$ cat src/rtl/hdmi_reset_sequencer_pkg.sv
`default_nettype none
// ============================================================================
// Package  : hdmi_reset_sequencer_pkg
// Brief    : Shared state encoding and default timing constants.
// Revision : 1.0 - initial release
// ============================================================================
package hdmi_reset_sequencer_pkg;

    localparam int CLKFRQ                = 27_000_000;
    localparam int c_SYNC_STAGES         = 2;
    localparam int c_LOCK_STABLE_CYCLES  = 1024;
    localparam int c_DEBOUNCE_CYCLES     = CLKFRQ / 100;  // 10 ms of board clock
    localparam int c_STAGE_GAP_CYCLES    = 16;
    localparam int c_LOSS_CNT_W          = 8;

    typedef enum logic [2:0] {
        ST_HOLD       = 3'd0,
        ST_WAIT_LOCK  = 3'd1,
        ST_REL_SERDES = 3'd2,
        ST_REL_PIXEL  = 3'd3,
        ST_REL_AUDIO  = 3'd4,
        ST_RUN        = 3'd5
    } state_t;

    // True once any domain has been released; lock loss is counted only here.
    function automatic logic st_active(state_t s);
        return s inside {ST_REL_SERDES, ST_REL_PIXEL, ST_REL_AUDIO, ST_RUN};
    endfunction

endpackage
`default_nettype wire

$ cat src/rtl/hdmi_reset_sequencer_sync_debounce.sv
`default_nettype none
// ============================================================================
// Module   : hdmi_reset_sequencer_sync_debounce
// Brief    : Multi-flop synchronizer with optional level debounce.
// Revision : 1.0 - initial release
// ============================================================================
module hdmi_reset_sequencer_sync_debounce #(
    parameter int SYNC_STAGES     = 2,
    parameter int DEBOUNCE_CYCLES = 16
) (
    input  logic clk,
    input  logic rst,
    input  logic i_din,
    output logic o_level
);

    logic [SYNC_STAGES-1:0] r_sync;
    logic                   w_sync;

    always_ff @(posedge clk or posedge rst) begin
        if (rst) begin
            r_sync <= '0;
        end else begin
            r_sync <= {r_sync[SYNC_STAGES-2:0], i_din};
        end
    end

    assign w_sync = r_sync[SYNC_STAGES-1];

    generate
        if (DEBOUNCE_CYCLES > 1) begin : g_debounce
            localparam int              c_CW   = $clog2(DEBOUNCE_CYCLES);
            localparam logic [c_CW-1:0] c_LAST = c_CW'(DEBOUNCE_CYCLES - 1);

            logic [c_CW-1:0] r_cnt;
            logic            r_db;

            // A new level is accepted only after it has held without interruption.
            always_ff @(posedge clk or posedge rst) begin
                if (rst) begin
                    r_cnt <= '0;
                    r_db  <= 1'b0;
                end else if (w_sync != r_db) begin
                    if (r_cnt == c_LAST) begin
                        r_db  <= w_sync;
                        r_cnt <= '0;
                    end else begin
                        r_cnt <= r_cnt + 1'b1;
                    end
                end else begin
                    r_cnt <= '0;
                end
            end

            assign o_level = r_db;
        end else begin : g_bypass
            assign o_level = w_sync;
        end
    endgenerate

endmodule
`default_nettype wire

$ cat src/rtl/hdmi_reset_sequencer.sv
`default_nettype none
// ============================================================================
// Module   : hdmi_reset_sequencer
// Brief    : Releases serdes, pixel and audio resets in order once PLL lock is stable.
// Revision : 1.0 - initial release
// ============================================================================
module hdmi_reset_sequencer
    import hdmi_reset_sequencer_pkg::*;
#(
    parameter int SYNC_STAGES        = c_SYNC_STAGES,
    parameter int LOCK_STABLE_CYCLES = c_LOCK_STABLE_CYCLES,
    parameter int DEBOUNCE_CYCLES    = c_DEBOUNCE_CYCLES,
    parameter int STAGE_GAP_CYCLES   = c_STAGE_GAP_CYCLES,
    parameter int LOSS_CNT_W         = c_LOSS_CNT_W
) (
    input  logic                  I_clk,
    input  logic                  I_reset,
    input  logic                  I_pll_lock,
    input  logic                  I_button_n,
    output logic                  O_reset_serdes,
    output logic                  O_reset_pixel,
    output logic                  O_reset_audio,
    output logic                  O_ready,
    output logic [LOSS_CNT_W-1:0] O_lock_loss_cnt,
    output logic [2:0]            O_state
);

    localparam int              c_SW          = (LOCK_STABLE_CYCLES > 1) ? $clog2(LOCK_STABLE_CYCLES) : 1;
    localparam logic [c_SW-1:0] c_STABLE_LAST = c_SW'(LOCK_STABLE_CYCLES - 1);
    localparam int              c_GW          = (STAGE_GAP_CYCLES > 1) ? $clog2(STAGE_GAP_CYCLES) : 1;
    localparam logic [c_GW-1:0] c_GAP_LAST    = c_GW'(STAGE_GAP_CYCLES - 1);

    logic            w_lock_s;
    logic            w_btn_db;
    logic            w_stable;
    logic            w_gap_done;
    logic            w_loss;
    state_t          r_state;
    state_t          w_state_next;
    logic [c_SW-1:0] r_stable_cnt;
    logic [c_GW-1:0] r_gap_cnt;

    hdmi_reset_sequencer_sync_debounce #(
        .SYNC_STAGES     (SYNC_STAGES),
        .DEBOUNCE_CYCLES (1)
    ) u_lock_sync (
        .clk     (I_clk),
        .rst     (I_reset),
        .i_din   (I_pll_lock),
        .o_level (w_lock_s)
    );

    hdmi_reset_sequencer_sync_debounce #(
        .SYNC_STAGES     (SYNC_STAGES),
        .DEBOUNCE_CYCLES (DEBOUNCE_CYCLES)
    ) u_button_db (
        .clk     (I_clk),
        .rst     (I_reset),
        .i_din   (~I_button_n),
        .o_level (w_btn_db)
    );

    assign w_stable   = w_lock_s && (r_stable_cnt == c_STABLE_LAST);
    assign w_gap_done = (r_gap_cnt == c_GAP_LAST);
    assign w_loss     = st_active(r_state) && !w_lock_s;

    always_comb begin
        w_state_next = r_state;
        if (w_btn_db || w_loss) begin
            w_state_next = ST_HOLD;
        end else begin
            case (r_state)
                ST_HOLD:       w_state_next = ST_WAIT_LOCK;
                ST_WAIT_LOCK:  if (w_stable)   w_state_next = ST_REL_SERDES;
                ST_REL_SERDES: if (w_gap_done) w_state_next = ST_REL_PIXEL;
                ST_REL_PIXEL:  if (w_gap_done) w_state_next = ST_REL_AUDIO;
                ST_REL_AUDIO:  if (w_gap_done) w_state_next = ST_RUN;
                ST_RUN:        w_state_next = ST_RUN;
                default:       w_state_next = ST_HOLD;
            endcase
        end
    end

    // Outputs decode the next state so they switch on the same edge as r_state.
    always_ff @(posedge I_clk or posedge I_reset) begin
        if (I_reset) begin
            r_state         <= ST_HOLD;
            r_stable_cnt    <= '0;
            r_gap_cnt       <= '0;
            O_lock_loss_cnt <= '0;
            O_reset_serdes  <= 1'b1;
            O_reset_pixel   <= 1'b1;
            O_reset_audio   <= 1'b1;
            O_ready         <= 1'b0;
        end else begin
            r_state <= w_state_next;

            if (!w_lock_s) begin
                r_stable_cnt <= '0;
            end else if (r_stable_cnt != c_STABLE_LAST) begin
                r_stable_cnt <= r_stable_cnt + 1'b1;
            end

            if (w_state_next != r_state) begin
                r_gap_cnt <= '0;
            end else if (!w_gap_done) begin
                r_gap_cnt <= r_gap_cnt + 1'b1;
            end

            if (w_loss && (O_lock_loss_cnt != '1)) begin
                O_lock_loss_cnt <= O_lock_loss_cnt + 1'b1;
            end

            O_reset_serdes <= !st_active(w_state_next);
            O_reset_pixel  <= !(w_state_next inside {ST_REL_PIXEL, ST_REL_AUDIO, ST_RUN});
            O_reset_audio  <= !(w_state_next inside {ST_REL_AUDIO, ST_RUN});
            O_ready        <= (w_state_next == ST_RUN);
        end
    end

    assign O_state = r_state;

endmodule
`default_nettype wire

$ cat config.mk
export PLATFORM = sky130hd
export DESIGN_NAME = hdmi_reset_sequencer
export DESIGN_NICKNAME = d
export VERILOG_FILES = /design/src/rtl/hdmi_reset_sequencer_pkg.sv /design/src/rtl/hdmi_reset_sequencer_sync_debounce.sv /design/src/rtl/hdmi_reset_sequencer.sv
export SDC_FILE = /design/constraint.sdc
export NUM_CORES = 1
export LEC_CHECK = 0
export ABC_AREA = 1
export CAP_MARGIN = 30
export CORE_ASPECT_RATIO = 1.4
export CORE_UTILIZATION = 50
export CTS_CLUSTER_DIAMETER = 100
export CTS_CLUSTER_SIZE = 16
export DETAILED_ROUTE_END_ITERATION = 10
export PLACE_DENSITY_LB_ADDON = 0.2
export SYNTH_ARGS = -nofsm -noshare
export SYNTH_HDL_FRONTEND = slang
export SYNTH_SLANG_ARGS = --single-unit
$ cat constraint.sdc
create_clock -name I_clk -period 1.7 [get_ports I_clk]
set_clock_uncertainty 0.15 [all_clocks]
set_input_delay 0.34 -clock I_clk [delete_from_list [all_inputs] [get_ports I_clk]]
set_output_delay 0.34 -clock I_clk [all_outputs]
set_load 0.005 [all_outputs]
Word-level counts from Yosys, hierarchy flattened
Cells that the tools add are included.

Flip-flop bits (word level): 53. Latch bits: 0. Bits in writable memories: 0. Bits in read-only memories: 0. Input bits: 4. Output and inout port bits: 15. Memories kept: 0.

Add/sub/neg operators: 4. Multipliers: 0. Divide/modulo/power cells: 0. Magnitude comparators: 0. Eq/ne operators: 18. Shift operators: 0. Multiplexer cells: 12. Bitwise operators: 1. Reductions and logical operators: 14.

Operators by type and width (number): $mux 19 (2); $mux 10 (2); $add 19x1->19 const B (1); $eq 19x19->1 const B (1); $pmux 3 s6 (1); $mux 3 (5); $eq 3x2->1 const B (4); $eq 3x3->1 const B (4); $add 10x1->10 const B (1); $eq 10x10->1 const B (1); $ne 10x10->1 const B (1); $add 8x1->8 const B (1); $mux 4 (2); $ne 8x8->1 const B (1); $reduce_bool 4->1 (2); $add 4x1->4 const B (1); $eq 4x4->1 const B (1); $logic_not 1->1 (4); $eq 3x1->1 const B (1); $logic_and 1x1->1 (3); $logic_not 3->1 (1); $ne 3x3->1 (1); $reduce_bool 3->1 (1); $ne 2x1->1 const B (1); 6 further kinds (6).

Depth between registers and ports, before layout
Gate-level depths: netlist of the first run.

Depth after elaboration: 8. Depth in mapped cells: 11. Gate-level depth less buffers: 11.

Cells and area by module
Synthesis of the first run repeated with hierarchy kept, for this count alone.

Cells, all modules: 324. Area, all modules: 2831.5 sq um.

By module, submodules not included: hdmi_reset_sequencer (instances 1, cells each 177, area each 1614.0 sq um, seq. area each 729.4 sq um); hdmi_reset_sequencer_sync_debounce (u_button_db) (instances 1, cells each 144, area each 1163.6 sq um, seq. area each 550.5 sq um); hdmi_reset_sequencer_sync_debounce (u_lock_sync) (instances 1, cells each 3, area each 53.8 sq um, seq. area each 50.0 sq um).

Least setup slack after synthesis of the first run
OpenSTA, ideal clock, no wires.

Kind: register to register. From: register r_stable_cnt[0]. To: register r_gap_cnt[2]. Setup time: 126 ps. Arrival time: 1369 ps. Data required time: 1424 ps. Slack: 56 ps. Cell stages (with the launch flop): 11. Buffers on the path: 0. Path through: dfrtp_1 -> ha_1 -> nand2_2 -> nor2_4 -> nand4_2 -> nand2_1 -> nand2_1 -> nand2_1 -> nand2_2 -> nand3_4 -> nor3_2.

Cells in the longest elaborated chain, start to end: 7. Elaborated cells on any way between the ends: 8. Classes of those cells: eq/ne (3); mux (4); reduce/logical (1).

RTL lines: from (decl) (RTL line hdmi_reset_sequencer.sv:40) `logic [c_SW-1:0] r_stable_cnt;`; from (signal assigned) (RTL line hdmi_reset_sequencer.sv:101) `r_stable_cnt <= r_stable_cnt + 1'b1;`; $eq 10x10->1 * (RTL line hdmi_reset_sequencer.sv:63) `assign w_stable = w_lock_s && (r_stable_cnt == c_STABLE_LAST);`; $logic_and 1x1->1 * (RTL line hdmi_reset_sequencer.sv:63); $mux 3 * (RTL line hdmi_reset_sequencer.sv:74) `ST_WAIT_LOCK: if (w_stable) w_state_next = ST_REL_SERDES;`; $pmux 3 s6 * (RTL line hdmi_reset_sequencer.sv:72) `case (r_state)`; $mux 3 * (RTL line hdmi_reset_sequencer.sv:69) `if (w_btn_db || w_loss) begin`; $ne 3x3->1 * (RTL line hdmi_reset_sequencer.sv:104) `if (w_state_next != r_state) begin`; $ne 2x1->1 (no source line) or $mux 4 (tied branches); to (signal assigned) (RTL line hdmi_reset_sequencer.sv:107) `r_gap_cnt <= r_gap_cnt + 1'b1;`; to (decl) (RTL line hdmi_reset_sequencer.sv:41) `logic [c_GW-1:0] r_gap_cnt;`.

Mark *: on every way between the ends. The rest lies on a longest branch, timed or not. A chain may end at the register's enable or synchronous reset.

Worst setup path in the final report of the first run
From: register u_button_db.g_debounce.r_cnt[4]. To: register u_button_db.g_debounce.r_db, in the netlist u_button_db.o_level.

Cells in the longest elaborated chain, start to end: 2.

RTL lines: from (decl) (RTL line hdmi_reset_sequencer_sync_debounce.sv:35) `logic [c_CW-1:0] r_cnt;`; from (signal assigned) (RTL line hdmi_reset_sequencer_sync_debounce.sv:48) `r_cnt <= r_cnt + 1'b1;`; $eq 19x19->1 (RTL line hdmi_reset_sequencer_sync_debounce.sv:44) `if (r_cnt == c_LAST) begin`; $reduce_and 2->1 (no source line); to (signal assigned) (RTL line hdmi_reset_sequencer_sync_debounce.sv:45) `r_db <= w_sync;`; to (decl) (RTL line hdmi_reset_sequencer_sync_debounce.sv:36) `logic r_db;`.

No other way between the ends.

==> results of run 1 <==
## cell type report
class                      count  area share (%)
clock buffer                   5            1.87
clock inverter                 3            1.19
tap                           66            2.25
inverter                      39            4.08
sequential                    53            36.3
timing repair buffer          70            16.2
multi-input combinational    211            38.1
## power by group through the flow
stage | Clock, mW | Sequential [mW] | Combinational (mW)
floorplan | 0 | 1.31 | 0.0557
global placement | 0 | 1.31 | 0.0983
detailed placement | 0 | 1.31 | 0.0992
CTS | 0.890 | 1.29 | 0.105
global route | 0.940 | 1.29 | 0.122
finish | 0.859 | 1.29 | 0.106
## cell families after synthesis
| group | after synthesis | share of synthesized area, % |
|---|---|---|
| flip-flops | 53 | 47.6 |
| adder cells (fa/ha/maj) | 4 | 1.79 |
| AO/OA/AOI/OAI | 27 | 5.51 |
| XOR/XNOR | 21 | 6.58 |
| buffers and inverters | 41 | 5.55 |
| AND/OR/NAND/NOR | 155 | 31.4 |
| multiplexers | 4 | 1.57 |
## critical path, delay by kind of cell (launching register included)
family / cells / cell delay [ns]
and+or+nand+nor: 3 / 0.45
buffers and inverters: 2 / 0.26
muxes: 1 / 0.32
DFF: 1 / 0.43
## registers in the layout, indices dropped and copies added, names as in the netlist
| register | cells |
|---|---|
| r_stable_cnt | 10 |
| u_button_db.o_level | 1 |
| O_reset_pixel | 1 |
| O_state | 3 |
| O_reset_serdes | 1 |
| u_button_db.g_debounce.r_cnt | 19 |
| r_gap_cnt | 4 |
| O_ready | 1 |
| u_lock_sync.r_sync | 2 |
| u_button_db.r_sync | 2 |
| O_lock_loss_cnt | 8 |
| O_reset_audio | 1 |
## cells in the mapped netlist (3+ instances only)
cell type | count | share of area [%]
nor2_1 | 30 | 4.0
nor3_2 | 9 | 3.2
nor3_1 | 10 | 1.8
nand2_2 | 14 | 3.1
nand2_1 | 45 | 6.0
inv_2 | 8 | 1.1
dfrtp_1 | 50 | 45
a21oi_1 | 10 | 1.8
o21ai_0 | 10 | 1.8
ha_1 | 4 | 1.8
xnor2_1 | 4 | 1.3
nand3_1 | 20 | 3.6
nand4_1 | 10 | 2.2
dfstp_2 | 3 | 2.8
inv_1 | 31 | 4.2
xor2_1 | 17 | 5.3
nor2_4 | 6 | 2.4
## final timing paths
check,slack [ns],cells after the start,endpoint,startpoint
worst min-delay path,0.20,2,r_stable_cnt[1],I_reset
worst max register to register,-0.01,6,u_button_db.o_level,u_button_db.g_debounce.r_cnt[4]
max in group asynchronous,0.74,3,u_button_db.g_debounce.r_cnt[13],I_reset
worst max-delay path,-0.01,6,u_button_db.o_level,u_button_db.g_debounce.r_cnt[4]
min in group I_clk,0.21,0,u_button_db.r_sync[1],u_button_db.r_sync[0]
worst min register to register,0.21,0,u_button_db.r_sync[1],u_button_db.r_sync[0]
## per-layer routing
layer	GRT usage, %	wire, um	part of all wire [%]	vias to the layer above
met2	36.9	3130	55	31
met5	0	0	0	-
li1	-	-	-	1142
met1	23.2	2370	41	1093
met3	3.16	114	2.0	10
met4	8.15	121	2.1	0
## what timing repair did
action                                  4_1_cts  5_1_grt
setup buffers                                19       14
gates resized for setup                      19       23
pin swaps                                    14       22
endpoints found under the setup margin       19       28
==> impl_metrics.py, run 1 <==
metrics = {
    "run_status": {
        "status": "finished with violations",
        "violations": "setup timing",
    },
    "logic_synthesis": {
        "async_flop_share_pct": 100,
        "ys_ff_latch": 53,
        "ys_warn_count": 0,
        "synthesis.instances": 305,
        "ys_seq_area_share_pct": 47.6,
        "synth_fp_nets": 313,
        "netlist_area_um2": 2790,
        "synth_cell_types": 36,
        "synth-edff-count": 0,
        "synthFlopType": "dfrtp_1",
        "syn_avg_cell_area_um2": 9.16,
    },
    "final_layout": {
        "fin_cells": 447,
        "fillCellCount": 426,
        "drive_above_1_share_pct": 35.7,
        "diodes": 0,
        "final_cell_mix": "buf_4, dfrtp_1, nand2_1",
        "final_nets": 388,
        "utilization_pct": 69.7,
        "layout_commonest_cell": "buf_4",
        "syn_to_final_growth_pct": 31.6,
        "multiInputGateArea_um2": 1400,
        "seq_area_um2": 1330,
        "final_area_um2": 3680,
    },
    "clocking": {
        "htreeDepth": 2,
        "insertion_delay_ns": 0.30,
        "cts_sinks": 53,
        "cts_made_buffers": 5,
        "clock_tree.root_cell": "clkbuf_8",
        "clockBufferDepth": 2,
        "clk_pin_slew_worst_paths_ns": 0.10,
        "cts_hold_buf": 0,
        "tritoncts": "yes",
    },
    "place": {
        "placed_cells": 407,
        "place_congestion": 0.862,
        "dp_slack_ns": -0.0374,
        "numPortBuffers": 18,
        "dp_hpwl_um": 3990,
        "placed_cell_area_um2": 3230,
    },
    "setup_path": {
        "crit_fanout": 4,
        "worstSetupEndpointType": "flop",
        "cp_common_cell": "nand4_1",
        "path_class": "flop to flop",
        "critPathSlowestCell": "dfrtp_1",
        "critPathMaxStageDelay_ns": 0.43,
        "crit_path_cell_trace": "buf_4, inv_2, nand4_1, nor2_1, nand4_1, mux2_2",
        "crit_arrival_ns": 1.76,
        "required_ns": 1.75,
        "start_kind": "flop",
    },
    "global_routing": {
        "antenna_found_initial": 0,
        "grt_max_degree": 18,
        "grt_pass1_wl_um": 9460,
        "grt-ovfl-total": 0,
        "grtUsageTotal_pct": 20.4,
        "grt_pass1_vias": 2290,
    },
    "drt": {
        "antenna_left": 0,
        "wl_per_cell_um": 12.8,
        "drt_iter0_drc": 78,
        "viasPerCell": 5.09,
        "vias": 2276,
        "drt_pass1_iterations": 4,
        "drt_wl_total_um": 5740,
        "drc": 0,
    },
    "power_and_ir_drop": {
        "switching_share_pct": 21.7,
        "power_density_nw_per_um2": 613,
        "p_leak_nw": 1.80,
        "total_power_mw": 2.25,
        "p_clk_share_pct": 38.1,
        "p_sw_uw": 489,
        "p_int_mw": 1.76,
        "comb_power_share_pct": 4.7,
        "seq_power_share_pct": 57.2,
        "irDropWorstVdd_v": 0.000558,
    },
    "floorplan": {
        "dieArea_um2": 5890,
        "start_util_pct": 53.0,
        "die_h_um": 90.4,
        "coreArea_um2": 5280,
        "die_x_um": 65.2,
        "num_io_pins": 19,
        "rows": 31,
    },
    "sta": {
        "layout_setup_ws_ns": -0.0124,
        "max_freq_ghz": 0.584,
        "worstMarginPinSlew_ns": 0.353,
        "fin_hold_ws_ns": 0.196,
        "finalSetupViolCount": 1,
        "rsz0062_at_grt": "yes",
        "finalCritPeriodShare_pct": 101,
        "hold_violations": 0,
        "tns_ns": -0.0124,
        "slew_headroom_pct": 76.4,
        "fin_crit_ns": 1.71,
        "slew_viol_final": 0,
    },
    "flow_run": {
        "drv_cap": 0,
    },
    "worst_hold_path": {
        "hold_path_class": "input pin to async pin",
    },
}
Power figures use the tool's default switching activity.
==> run 2: changes to the inputs <==
Settings changed: CORE_UTILIZATION 50 to 29.
==> impl_metrics.py, run 2 (synthesis results as in run 1) <==
metrics = {
    "clocking": {
        "cts_hold_buf": 0,
        "clock_tree.root_cell": "clkbuf_16",
        "clk_pin_slew_worst_paths_ns": 0.07,
        "cts_sinks": 53,
        "insertion_delay_ns": 0.29,
        "cts_made_buffers": 5,
        "tritoncts": "yes",
        "htreeDepth": 2,
        "clockBufferDepth": 2,
    },
    "power_and_ir_drop": {
        "power_density_nw_per_um2": 669,
        "p_leak_nw": 1.84,
        "total_power_mw": 2.59,
        "irDropWorstVdd_v": 0.000408,
    },
    "final_layout": {
        "final_nets": 393,
        "final_cell_mix": "buf_4, dfrtp_1, nand2_1",
        "regMostFlops": "u_button_db.g_debounce.r_cnt",
        "drive_above_1_share_pct": 36.5,
        "syn_to_final_growth_pct": 38.6,
        "layout_commonest_cell": "buf_4",
        "largest_reg_flops": 19,
        "reg_top3": "u_button_db.g_debounce.r_cnt (19), r_stable_cnt (10), O_lock_loss_cnt (8)",
        "diodes": 0,
    },
    "setup_path": {
        "crit_path_cell_trace": "inv_2, nor2_4, nand2_4, nor4_4, nand2_2, buf_4, nor2_2, nor3_1",
        "r2r_slack_ns": -0.02,
        "crit_cells": 8,
        "r2r-start": "u_button_db.g_debounce.r_cnt[2]",
        "start_kind": "flop",
        "critPathSlowestCell": "dfrtp_1",
        "rr_endpoint": "u_button_db.g_debounce.r_cnt[13]",
        "rr_worst_depth": 8,
        "crit_fanout": 3,
        "path_class": "flop to flop",
        "required_ns": 1.73,
        "crit_arrival_ns": 1.75,
        "critPathMaxStageDelay_ns": 0.41,
        "worstSetupEndpointType": "flop",
        "cp.buffers_inverters": 2,
        "cp_top_family": "simple AND/OR/NAND/NOR gates",
    },
    "worst_hold_path": {
        "hp-start": "u_button_db.r_sync[0]",
        "hold_path_class": "flop to flop",
        "holdPathEnd": "u_button_db.r_sync[1]",
        "hold_depth": 0,
    },
    "floorplan": {
        "start_util_pct": 29.7,
        "rows": 42,
        "coreArea_um2": 9410,
        "die_x_um": 85.0,
        "die_h_um": 118,
        "num_io_pins": 19,
        "dieArea_um2": 10000,
    },
    "sta": {
        "slew_headroom_pct": 77.7,
        "max_freq_ghz": 0.583,
        "fin_crit_ns": 1.72,
        "tns_ns": -0.0154,
        "finalSetupViolCount": 1,
        "worstMarginPinSlew_ns": 0.334,
        "layout_setup_ws_ns": -0.0154,
        "rsz0062_at_grt": "yes",
        "slew_viol_final": 0,
        "finalCritPeriodShare_pct": 101,
        "hold_violations": 0,
    },
    "global_routing": {
        "grt_max_degree": 19,
        "antenna_found_initial": 0,
        "grt_pass1_vias": 2265,
        "grt_pass1_wl_um": 10300,
        "grt-ovfl-total": 0,
        "grtUsageTotal_pct": 12.8,
    },
    "drt": {
        "viasPerCell": 4.68,
        "drc": 0,
        "vias": 2320,
        "drt_wl_total_um": 6140,
        "antenna_left": 0,
        "wl_per_cell_um": 12.4,
        "drt_pass1_iterations": 4,
        "drt_iter0_drc": 68,
    },
    "place": {
        "dp_slack_ns": -0.0193,
        "dp_hpwl_um": 4470,
        "numPortBuffers": 18,
        "place_congestion": 0.842,
    },
    "run_status": {
        "violations": "setup timing",
        "status": "finished with violations",
    },
    "flow_run": {
        "drv_cap": 0,
    },
}
==> run 2: per-stage QoR <==
| step | hold slack, ns | cells | cell area (um2) | util (%) |
|---|---|---|---|---|
| finish | 0.206 | 496 | 3870 | 41.2 |
| global route | 0.213 | 496 | 3870 | 41.2 |
| CTS | 0.208 | 477 | 3590 | 38.2 |
| detailed placement | 0.192 | 457 | 3330 | 35.4 |
| global placement | 0.189 | 457 | 3330 | 35.4 |
| floorplan | 0.181 | 305 | 2800 | - |
==> run 2: area by class of cell <==
type	instances	area [um2]
repair buffers	75	632
clock buffers	7	143
clock inverters	1	30.0
inverters	39	155
multi-input cells	211	1440
well taps	110	138
fillers	935	5530
flip-flops and latches	53	1330
==> run 2: worst max path at each step <==
| stage | from | endpoint | slack (ns) |
|---|---|---|---|
| 6_report | u_button_db.g_debounce.r_cnt[2] | u_button_db.g_debounce.r_cnt[13] | -0.02 |
| 5_1_grt | r_gap_cnt[1] | r_gap_cnt[1] | -0.13 |
| 4_1_cts | r_gap_cnt[0] | r_gap_cnt[1] | 0.0002 |
| 3_5_place_dp | r_gap_cnt[1] | r_gap_cnt[1] | -0.02 |
| 3_3_place_gp | r_stable_cnt[0] | r_gap_cnt[1] | 0.05 |
| 2_1_floorplan | r_stable_cnt[0] | r_gap_cnt[2] | 0.06 |
==> run 2: power breakdown <==
group / switching (mW) / total [mW] / internal (mW)
clock network: 0.446 / 1.18 / 0.736
logic: 0.0637 / 0.116 / 0.0520
registers: 0.0154 / 1.29 / 1.28
total: 0.525 / 2.59 / 2.07
==> run 2: what timing repair did <==
action                                  4_1_cts  5_1_grt
hold endpoints to repair                      0        0
resized for setup                            15       34
buffers inserted                             12       19
endpoints found under the setup margin       18       18
pin swaps                                     2       30
==> run 2: per-layer routing <==
| layer | global-route usage, % | part of all wire, % | up-vias |
|---|---|---|---|
| li1 | - | - | 1160 |
| met1 | 14.0 | 39 | 1121 |
| met2 | 23.9 | 56 | 29 |
| met3 | 2.23 | 2.3 | 10 |
| met4 | 4.77 | 2.1 | 0 |
| met5 | 0 | 0 | - |
==> run 3: changes to the inputs <==
Clock period 1.7 ns to 2.05 ns, I/O delays scaled along.
==> impl_metrics.py, run 3 (synthesis results as in run 1) <==
metrics = {
    "final_layout": {
        "final_cell_mix": "dfrtp_1, nand2_1, inv_1, nor2_1, nand3_1",
        "diodes": 0,
        "syn_to_final_growth_pct": 18.2,
        "final_nets": 342,
        "utilization_pct": 35.1,
        "regMostFlops": "u_button_db.g_debounce.r_cnt",
        "reg_top3": "u_button_db.g_debounce.r_cnt (19), r_stable_cnt (10), O_lock_loss_cnt (8)",
        "layout_commonest_cell": "dfrtp_1",
        "drive_above_1_share_pct": 19.8,
        "largest_reg_flops": 19,
    },
    "drt": {
        "drt_wl_total_um": 5730,
        "antenna_left": 0,
        "wl_per_cell_um": 12.9,
        "drt_pass1_iterations": 4,
        "viasPerCell": 4.78,
        "drt_iter0_drc": 83,
        "vias": 2121,
        "drc": 0,
    },
    "place": {
        "place_congestion": 0.821,
        "numPortBuffers": 18,
        "dp_hpwl_um": 4270,
        "dp_slack_ns": 0.193,
    },
    "setup_path": {
        "rr_endpoint": "r_gap_cnt[3]",
        "crit_arrival_ns": 1.32,
        "crit_fanout": 5,
        "critPathMaxStageDelay_ns": 0.55,
        "path_class": "flop to primary output",
        "r2r_slack_ns": 0.20,
        "cp.buffers_inverters": 1,
        "critPathSlowestCell": "clkdlybuf4s50_1",
        "start_kind": "flop",
        "worstSetupEndpointType": "primary output",
        "cp_top_family": "buffers and inverters",
        "r2r-start": "r_gap_cnt[0]",
        "required_ns": 1.49,
        "crit_path_cell_trace": "clkdlybuf4s50_1",
        "rr_worst_depth": 11,
        "crit_cells": 1,
    },
    "power_and_ir_drop": {
        "comb_power_share_pct": 3.5,
        "switching_share_pct": 21.1,
        "irDropWorstVdd_v": 0.000281,
        "p_clk_share_pct": 42.6,
        "p_int_mw": 1.56,
        "power_density_nw_per_um2": 600,
        "seq_power_share_pct": 54.0,
        "p_leak_nw": 1.46,
        "p_sw_uw": 419,
        "total_power_mw": 1.98,
    },
    "clocking": {
        "cts_hold_buf": 0,
        "htreeDepth": 2,
        "post_cts_buffers": 0,
        "cts_made_buffers": 5,
        "cts_sinks": 53,
        "tritoncts": "yes",
        "cts_resized": 0,
        "clk_pin_slew_worst_paths_ns": 0.07,
        "insertion_delay_ns": 0.29,
        "clock_tree.root_cell": "clkbuf_16",
        "clockBufferDepth": 2,
    },
    "worst_hold_path": {
        "holdPathEnd": "u_button_db.r_sync[1]",
        "hp-start": "u_button_db.r_sync[0]",
        "hold_path_class": "flop to flop",
        "hold_depth": 0,
    },
    "sta": {
        "layout_setup_ws_ns": 0.173,
        "rsz0062_at_grt": "no",
        "finalCritPeriodShare_pct": 91.5,
        "finalSetupViolCount": 0,
        "slew_headroom_pct": 74.5,
        "hold_violations": 0,
        "tns_ns": 0,
        "slew_viol_final": 0,
        "fin_crit_ns": 1.88,
        "max_freq_ghz": 0.533,
        "fin_hold_ws_ns": 0.205,
        "worstMarginPinSlew_ns": 0.382,
    },
    "floorplan": {
        "dieArea_um2": 10000,
        "coreArea_um2": 9410,
        "die_x_um": 85.0,
        "rows": 42,
        "num_io_pins": 19,
        "die_h_um": 118,
        "start_util_pct": 29.7,
    },
    "global_routing": {
        "antenna_found_initial": 0,
        "grt_max_degree": 54,
        "grt-ovfl-total": 0,
        "grt_pass1_vias": 2154,
        "grtUsageTotal_pct": 12.5,
        "grt_pass1_wl_um": 9940,
    },
    "run_status": {
        "status": "finished clean",
    },
    "flow_run": {
        "drv_cap": 0,
    },
}
run 3: cell count changes in the layout (fill, tap and decap cells not counted), sizes merged:
| cell | before | now |
|---|---|---|
| clkdlybuf4s50 | 8 | 18 |
| clkinvlp | 1 | 0 |
| buf | 57 | 6 |
| dlygate4sd2 | 9 | 0 |
| dlymetal6s2s | 1 | 0 |
| bufinv | 1 | 0 |
| inv | 38 | 39 |
run 3: worst max-delay path by stage:
stage                 startpoint            endpoint  slack (ns)
CTS                   O_state[1]          O_state[1]        0.15
floorplan                I_reset  O_lock_loss_cnt[0]        0.21
finish                O_state[1]          O_state[1]        0.17
detailed placement  r_gap_cnt[0]        r_gap_cnt[1]        0.19
global route        r_gap_cnt[0]        r_gap_cnt[3]        0.01
global placement    r_gap_cnt[0]        r_gap_cnt[3]        0.25
run 3: power by group through the flow:
stage          Clock, mW  Sequential (mW)  Combinational, mW
3_5_place_dp           0             1.09             0.0730
4_1_cts            0.882             1.07             0.0727
6_report           0.843             1.07             0.0690
2_1_floorplan          0             1.09             0.0458
3_3_place_gp           0             1.09             0.0718
5_1_grt            0.903             1.07             0.0820
run 3: layout make-up:
type                            instances  area (um2)
Multi-Input combinational cell        211        1310
Fill cell                             976        6100
Tap cell                              110         138
Timing Repair Buffer                   24         238
Inverter                               39         146
Clock buffer                            7         143
Sequential cell                        53        1330
run 3: per-layer routing:
layer	share of wire [%]	global-route usage (%)
met5	0	0
met3	2.2	2.30
met2	56	23.4
met1	41	13.9
met4	1.4	4.13
run 3: per-stage QoR:
stage                     instance area [um2]  cells
after floorplan                          2790    305
after global placement                   3140    434
after detailed placement                 3140    434
after CTS                                3280    441
after global routing                     3300    444
final                                    3300    444
